--- config.mk ---
export PLATFORM = sky130hd
export DESIGN_NAME = button_conditioner
export DESIGN_NICKNAME = d
export VERILOG_FILES = /design/src/rtl/button_conditioner_pkg.sv /design/src/rtl/debounce_channel.sv /design/src/rtl/button_conditioner.sv
export SDC_FILE = /design/constraint.sdc
export NUM_CORES = 1
export LEC_CHECK = 0
export ABC_AREA = 1
export BUFFER_PORTS_ARGS = -buffer_cell sky130_fd_sc_hd__buf_2
export CORE_UTILIZATION = 69
export CTS_CLUSTER_DIAMETER = 40
export DETAILED_ROUTE_END_ITERATION = 6
export HOLD_SLACK_MARGIN = 0.03
export PLACE_DENSITY = 0.95
export SLEW_MARGIN = 20
export SYNTH_ARGS = -nofsm -noshare
export SYNTH_HDL_FRONTEND = slang
export SYNTH_SLANG_ARGS = --single-unit
--- constraint.sdc ---
create_clock -name CLK -period 19.5 [get_ports CLK]
set_input_delay 1.95 -clock CLK [delete_from_list [all_inputs] [get_ports CLK]]
set_output_delay 1.95 -clock CLK [all_outputs]
set_load 0.02 [all_outputs]
--- src/rtl/button_conditioner_pkg.sv ---
// Shared constants for the pushbutton front end and player movement.
// Timing defaults assume a 25 MHz pixel clock.
// Also holds the fixed-priority pick used by the move arbiter.
package button_conditioner_pkg;

    localparam int NUM_BTN             = 4;
    localparam int PLAYER_SPEED        = 1;         // grid cells per move pulse
    localparam int DEBOUNCE_CYCLES_DEF = 250000;    // 10 ms
    localparam int REPEAT_DELAY_DEF    = 12500000;  // 0.5 s
    localparam int REPEAT_PERIOD_DEF   = 5000000;   // 0.2 s
    localparam int CNT_WIDTH_DEF       = 24;

    // One-hot grant of the lowest-index (highest-priority) request; losers are dropped.
    function automatic logic [NUM_BTN-1:0] pick_highest(input logic [NUM_BTN-1:0] req);
        logic [NUM_BTN-1:0] grant;
        grant = '0;
        for (int i = NUM_BTN - 1; i >= 0; i--) begin
            if (req[i]) begin
                grant    = '0;
                grant[i] = 1'b1;
            end
        end
        return grant;
    endfunction

endpackage

--- src/rtl/debounce_channel.sv ---
// One button: 2-flop synchroniser, debounce counter, press/auto-repeat FSM.
// level_o is registered; req_o is a combinational request meant to be registered by the arbiter.
// Requests on a rising level edge and on each repeat terminal count; a falling edge kills all requests.
module debounce_channel
    import button_conditioner_pkg::*;
#(
    parameter int DEBOUNCE_CYCLES = DEBOUNCE_CYCLES_DEF,
    parameter int REPEAT_DELAY    = REPEAT_DELAY_DEF,
    parameter int REPEAT_PERIOD   = REPEAT_PERIOD_DEF,
    parameter bit REPEAT_EN       = 1'b1,
    parameter int CNT_WIDTH       = CNT_WIDTH_DEF
) (
    input  logic clk_i,
    input  logic rst_i,
    input  logic raw_i,
    output logic level_o,
    output logic req_o
);

    typedef enum logic [1:0] {
        IDLE   = 2'd0,
        DELAY  = 2'd1,
        REPEAT = 2'd2
    } state_e;

    localparam logic [CNT_WIDTH-1:0] ONE     = CNT_WIDTH'(1);
    localparam logic [CNT_WIDTH-1:0] DB_LAST = CNT_WIDTH'(DEBOUNCE_CYCLES - 1);
    localparam logic [CNT_WIDTH-1:0] RD_LAST = CNT_WIDTH'(REPEAT_DELAY - 1);
    localparam logic [CNT_WIDTH-1:0] RP_LAST = CNT_WIDTH'(REPEAT_PERIOD - 1);

    logic                 meta_q, sync_q;
    logic                 level_q, level_d;
    logic [CNT_WIDTH-1:0] db_cnt_q, db_cnt_d;
    logic [CNT_WIDTH-1:0] rep_cnt_q;
    state_e               state_q;

    logic mismatch, flip, rise, fall, delay_hit, repeat_hit;

    assign mismatch   = sync_q ^ level_q;
    assign flip       = mismatch && (db_cnt_q == DB_LAST);
    assign rise       = flip &  sync_q;
    assign fall       = flip & ~sync_q;
    assign delay_hit  = (state_q == DELAY)  && (rep_cnt_q == RD_LAST);
    assign repeat_hit = (state_q == REPEAT) && (rep_cnt_q == RP_LAST);

    // Two plain flops bring the asynchronous button into the clock domain.
    always_ff @(posedge clk_i or posedge rst_i) begin
        if (rst_i) begin
            meta_q <= 1'b0;
            sync_q <= 1'b0;
        end else begin
            meta_q <= raw_i;
            sync_q <= meta_q;
        end
    end

    // Debounce next state: count consecutive mismatches, flip the level on the last one.
    always_comb begin
        level_d  = level_q;
        db_cnt_d = '0;
        if (mismatch) begin
            if (db_cnt_q == DB_LAST) begin
                level_d = sync_q;
            end else begin
                db_cnt_d = db_cnt_q + ONE;
            end
        end
    end

    // Debounce state registers.
    always_ff @(posedge clk_i or posedge rst_i) begin
        if (rst_i) begin
            level_q  <= 1'b0;
            db_cnt_q <= '0;
        end else begin
            level_q  <= level_d;
            db_cnt_q <= db_cnt_d;
        end
    end

    // Press / delay / repeat sequencing; a release drops straight back to IDLE.
    always_ff @(posedge clk_i or posedge rst_i) begin
        if (rst_i) begin
            state_q   <= IDLE;
            rep_cnt_q <= '0;
        end else if (fall) begin
            state_q   <= IDLE;
            rep_cnt_q <= '0;
        end else begin
            case (state_q)
                IDLE: begin
                    rep_cnt_q <= '0;
                    if (rise) state_q <= DELAY;
                end
                DELAY: begin
                    if (rep_cnt_q == RD_LAST) begin
                        rep_cnt_q <= '0;
                        if (REPEAT_EN) state_q <= REPEAT;
                    end else begin
                        rep_cnt_q <= rep_cnt_q + ONE;
                    end
                end
                REPEAT: begin
                    if (rep_cnt_q == RP_LAST) rep_cnt_q <= '0;
                    else                      rep_cnt_q <= rep_cnt_q + ONE;
                end
                default: begin
                    state_q   <= IDLE;
                    rep_cnt_q <= '0;
                end
            endcase
        end
    end

    assign level_o = level_q;
    assign req_o   = rise | (~fall & ((delay_hit & REPEAT_EN) | repeat_hit));

endmodule

--- src/rtl/button_conditioner.sv ---
// Four debounced buttons arbitrated into one-hot single-cycle move pulses.
// MOVE is registered one edge after a request, i.e. on the same edge BTN_LEVEL rises for a press.
// No backpressure: same-cycle losing requests are dropped; held buttons retry on their next repeat.
module button_conditioner
    import button_conditioner_pkg::*;
#(
    parameter int DEBOUNCE_CYCLES = DEBOUNCE_CYCLES_DEF,
    parameter int REPEAT_DELAY    = REPEAT_DELAY_DEF,
    parameter int REPEAT_PERIOD   = REPEAT_PERIOD_DEF,
    parameter bit REPEAT_EN       = 1'b1,
    parameter int CNT_WIDTH       = CNT_WIDTH_DEF
) (
    input  logic               CLK,
    input  logic               RST,
    input  logic               SW1,
    input  logic               SW2,
    input  logic               SW3,
    input  logic               SW4,
    output logic [NUM_BTN-1:0] BTN_LEVEL,
    output logic [NUM_BTN-1:0] MOVE
);

    logic [NUM_BTN-1:0] raw;
    logic [NUM_BTN-1:0] level;
    logic [NUM_BTN-1:0] req;
    logic [NUM_BTN-1:0] move_q, move_d;

    assign raw = {SW4, SW3, SW2, SW1};

    for (genvar g = 0; g < NUM_BTN; g++) begin : g_ch
        debounce_channel #(
            .DEBOUNCE_CYCLES (DEBOUNCE_CYCLES),
            .REPEAT_DELAY    (REPEAT_DELAY),
            .REPEAT_PERIOD   (REPEAT_PERIOD),
            .REPEAT_EN       (REPEAT_EN),
            .CNT_WIDTH       (CNT_WIDTH)
        ) u_ch (
            .clk_i   (CLK),
            .rst_i   (RST),
            .raw_i   (raw[g]),
            .level_o (level[g]),
            .req_o   (req[g])
        );
    end

    // Fixed priority SW1 > SW2 > SW3 > SW4.
    always_comb begin
        move_d = pick_highest(req);
    end

    // Output register keeps MOVE glitch-free and off any combinational path from the buttons.
    always_ff @(posedge CLK or posedge RST) begin
        if (RST) move_q <= '0;
        else     move_q <= move_d;
    end

    assign MOVE      = move_q;
    assign BTN_LEVEL = level;

endmodule

==> impl_metrics.toml <==
[synthesis]
synth_cells = 1528
ys_seq_elements = 216
synth.avg_cell_area_um2 = 8.01
synth_edf_count = 0
syn_area_mm2 = 0.0122
yosysWarnings = 0
synth.net_count = 1559
yosysUniqueCellTypes = 44
synth-main-ff-cell = "dfrtp_1"
async_flop_share_pct = 100
ys_seq_area_share_pct = 44.1

[power_and_ir_drop]
peakVddDrop_uv = 73.2
p_leak_nw = 5.95
power_switching_share_pct = 23.2
power.internal_w = 0.000839
pwr-share-comb_pct = 1.8
clkPwrFrac_pct = 56.8
powerDensity_mw_per_mm2 = 80.3
p_seq_share_pct = 41.4
power_w = 0.00109
p_switching_w = 0.000254

[routing]
dr.first_iter.drc_count = 1146
dr.pass1.iters = 7
drc = 2
wl_um = 28600
ant_nets = 0
wire_per_inst_um = 15.8
via_count = 10800
viasPerCell = 5.96

[grt]
overflow = 0
grt_pass1_wl_um = 49000
grt_use_total_pct = 33.3
grt_max_degree = 146
antenna_found_initial = 0
grt_pass1_vias = 10700

[cts]
cts_tree = "yes"
cts-hold-fix-buffers = 0
numCtsBuffers = 34
clkSinkCount = 216
root_buffer = "clkbuf_16"
cts_resized = 0
ctsHtreeMaxLevel = 2
cts_max_path_buffers = 3
insertion_delay_ns = 0.51
post_cts_buffers = 0
path_clk_slew_ns = 0.05

[die]
die_w_um = 135
ios = 14
die_h_um = 135
row_count = 48
initial_core_util_pct = 70.8
core_mm2 = 0.0173
fp.dieArea_mm2 = 0.0183

[sta]
finalSetupTns_ns = 0
post-route-min-period_ns = 3.16
drv_slew = 0
max-slew-margin-rel_pct = 35.9
hold_violations = 0
hold_ws_ns = 0.352
rsz0062_at_grt = "false"
min_period_over_period_pct = 16.2
worst_pin_slew_ns = 0.962
clock.fmax_mhz = 316
setup_viol = 0
skew_ns = 0.0182

[job]
drv_cap = 0

[placement]
place.gp.congestion = 0.926
dpl.hpwl_um = 18300
dp_cells = 1749
io_buffers = 13

[finish]
diodes = 0
final_cell_count_no_fill = 1811
syn_to_final_growth_pct = 11.2
drive_gt1_share_pct = 12.4
nNetsFinal = 1591

[critical_path]
worstPathArrival_ns = 3.66
cp_max_fo = 145
path_class = "in -> async"
cp-end-kind = "async pin"
cp-start-kind = "input pin"
crit_required_ns = 20.00

[outcome]
outcome = "finished with violations"
violations = "DRC"

[min_path]
hp-class = "reg -> reg"
## cell usage after synthesis, drive strengths merged, types with 6 or more instances
| cell | count | share of area, % |
|---|---|---|
| inv | 192 | 5.9 |
| ha | 25 | 2.6 |
| dfrtp | 216 | 44 |
| nand3 | 98 | 4.5 |
| nand3b | 7 | 0.43 |
| nor3b | 6 | 0.41 |
| nand2 | 278 | 8.9 |
| nor3 | 72 | 4.0 |
| xor2 | 83 | 5.9 |
| nand4 | 53 | 3.0 |
| buf | 17 | 1.3 |
| o21ai | 43 | 1.8 |
| and3 | 7 | 0.36 |
| a21oi | 44 | 1.8 |
| nor2 | 336 | 12 |
| nor4 | 13 | 0.84 |
| xnor2 | 22 | 1.6 |
## power by group through the flow
stage / logic (W) / registers [W] / clock network, W
detailed placement: 0.0000198 / 0.000461 / 0
floorplan: 0.0000144 / 0.000461 / 0
global route: 0.0000226 / 0.000453 / 0.000647
finish: 0.0000195 / 0.000453 / 0.000621
CTS: 0.0000200 / 0.000453 / 0.000625
global placement: 0.0000186 / 0.000461 / 0
## cells by family (layout without fill, tap and decap cells)
kind of cell / after synthesis / after routing / share of synthesized area [%]
flops: 216 / 216 / 44.1
xor+xnor: 105 / 105 / 7.51
simple gates: 873 / 873 / 34.2
buf+inv: 210 / 268 / 7.29
compound gates: 99 / 99 / 4.26
fa+ha+maj: 25 / 25 / 2.55
## layout make-up
type	count	area [um2]
multi-input cells	1102	5950
flip-flops and latches	216	5410
fillers	1025	3680
clock buffers	39	943
inverters	192	731
well taps	225	282
clock inverters	23	240
repair buffers	14	72.6
## metrics by stage
step / util, % / worst slack [ns] / cell area (um2)
finish: 78.7 / 16.34 / 13600
global placement: 71.9 / 15.78 / 12400
detailed placement: 71.9 / 15.74 / 12400
global route: 78.7 / 15.99 / 13600
CTS: 78.7 / 16.27 / 13600
floorplan: - / 11.64 / 12200
## worst paths after layout
check | end | startpoint | slack (ns) | cells past startpoint
worst max-delay path | g_ch[1].u_ch.rep_cnt_q[20]$_DFF_PP0_ | RST | 16.34 | 3
worst min-delay path | g_ch[0].u_ch.sync_q$_DFF_PP0_ | g_ch[0].u_ch.meta_q$_DFF_PP0_ | 0.35 | 0
worst max register to register | g_ch[1].u_ch.rep_cnt_q[23]$_DFF_PP0_ | g_ch[1].u_ch.rep_cnt_q[0]$_DFF_PP0_ | 17.32 | 10
worst min register to register | g_ch[0].u_ch.sync_q$_DFF_PP0_ | g_ch[0].u_ch.meta_q$_DFF_PP0_ | 0.35 | 0
max in group CLK | BTN_LEVEL[2] | g_ch[2].u_ch.level_o$_DFFE_PP0P_ | 16.44 | 1
min in group asynchronous | g_ch[3].u_ch.db_cnt_q[17]$_DFF_PP0_ | RST | 1.67 | 2
## per-layer routing
metal	routed length, um	track usage [%]	vias to the layer above
met5	0	0	-
met4	1080	16.3	0
met3	1890	5.65	137
met2	14400	56.4	506
met1	11200	41.6	5169
li1	-	-	4975
## registers in the layout, summed over array words and instances (netlist names)
| register | count |
|---|---|
| g_ch.u_ch.db_cnt_q | 96 |
| g_ch.u_ch.rep_cnt_q | 96 |
| g_ch.u_ch.state_q | 8 |
| MOVE | 4 |
| g_ch.u_ch.level_o | 4 |
| g_ch.u_ch.meta_q | 4 |
| g_ch.u_ch.sync_q | 4 |
## cells in the final DEF (no fill, tap or decap), drive strengths merged, types with 3 or more instances in the layout
| cell type | count |
|---|---|
| nor2 | 336 |
| nand2 | 278 |
| dfrtp | 216 |
| inv | 203 |
| nand3 | 98 |
| xor2 | 83 |
| nor3 | 72 |
| nand4 | 53 |
| a21oi | 44 |
| o21ai | 43 |
| clkbuf | 39 |
| ha | 25 |
| xnor2 | 22 |
| buf | 14 |
| nor4 | 13 |
| and3 | 7 |
| nand3b | 7 |
| nor3b | 6 |
| clkinv | 6 |
| clkinvlp | 4 |
| o22ai | 3 |
| a31oi | 3 |
## critical path, cell delays in order
cell   delay [ns]
buf_2        0.13
inv_8        0.66
buf_4        0.84
Power figures use the tool's default switching activity.
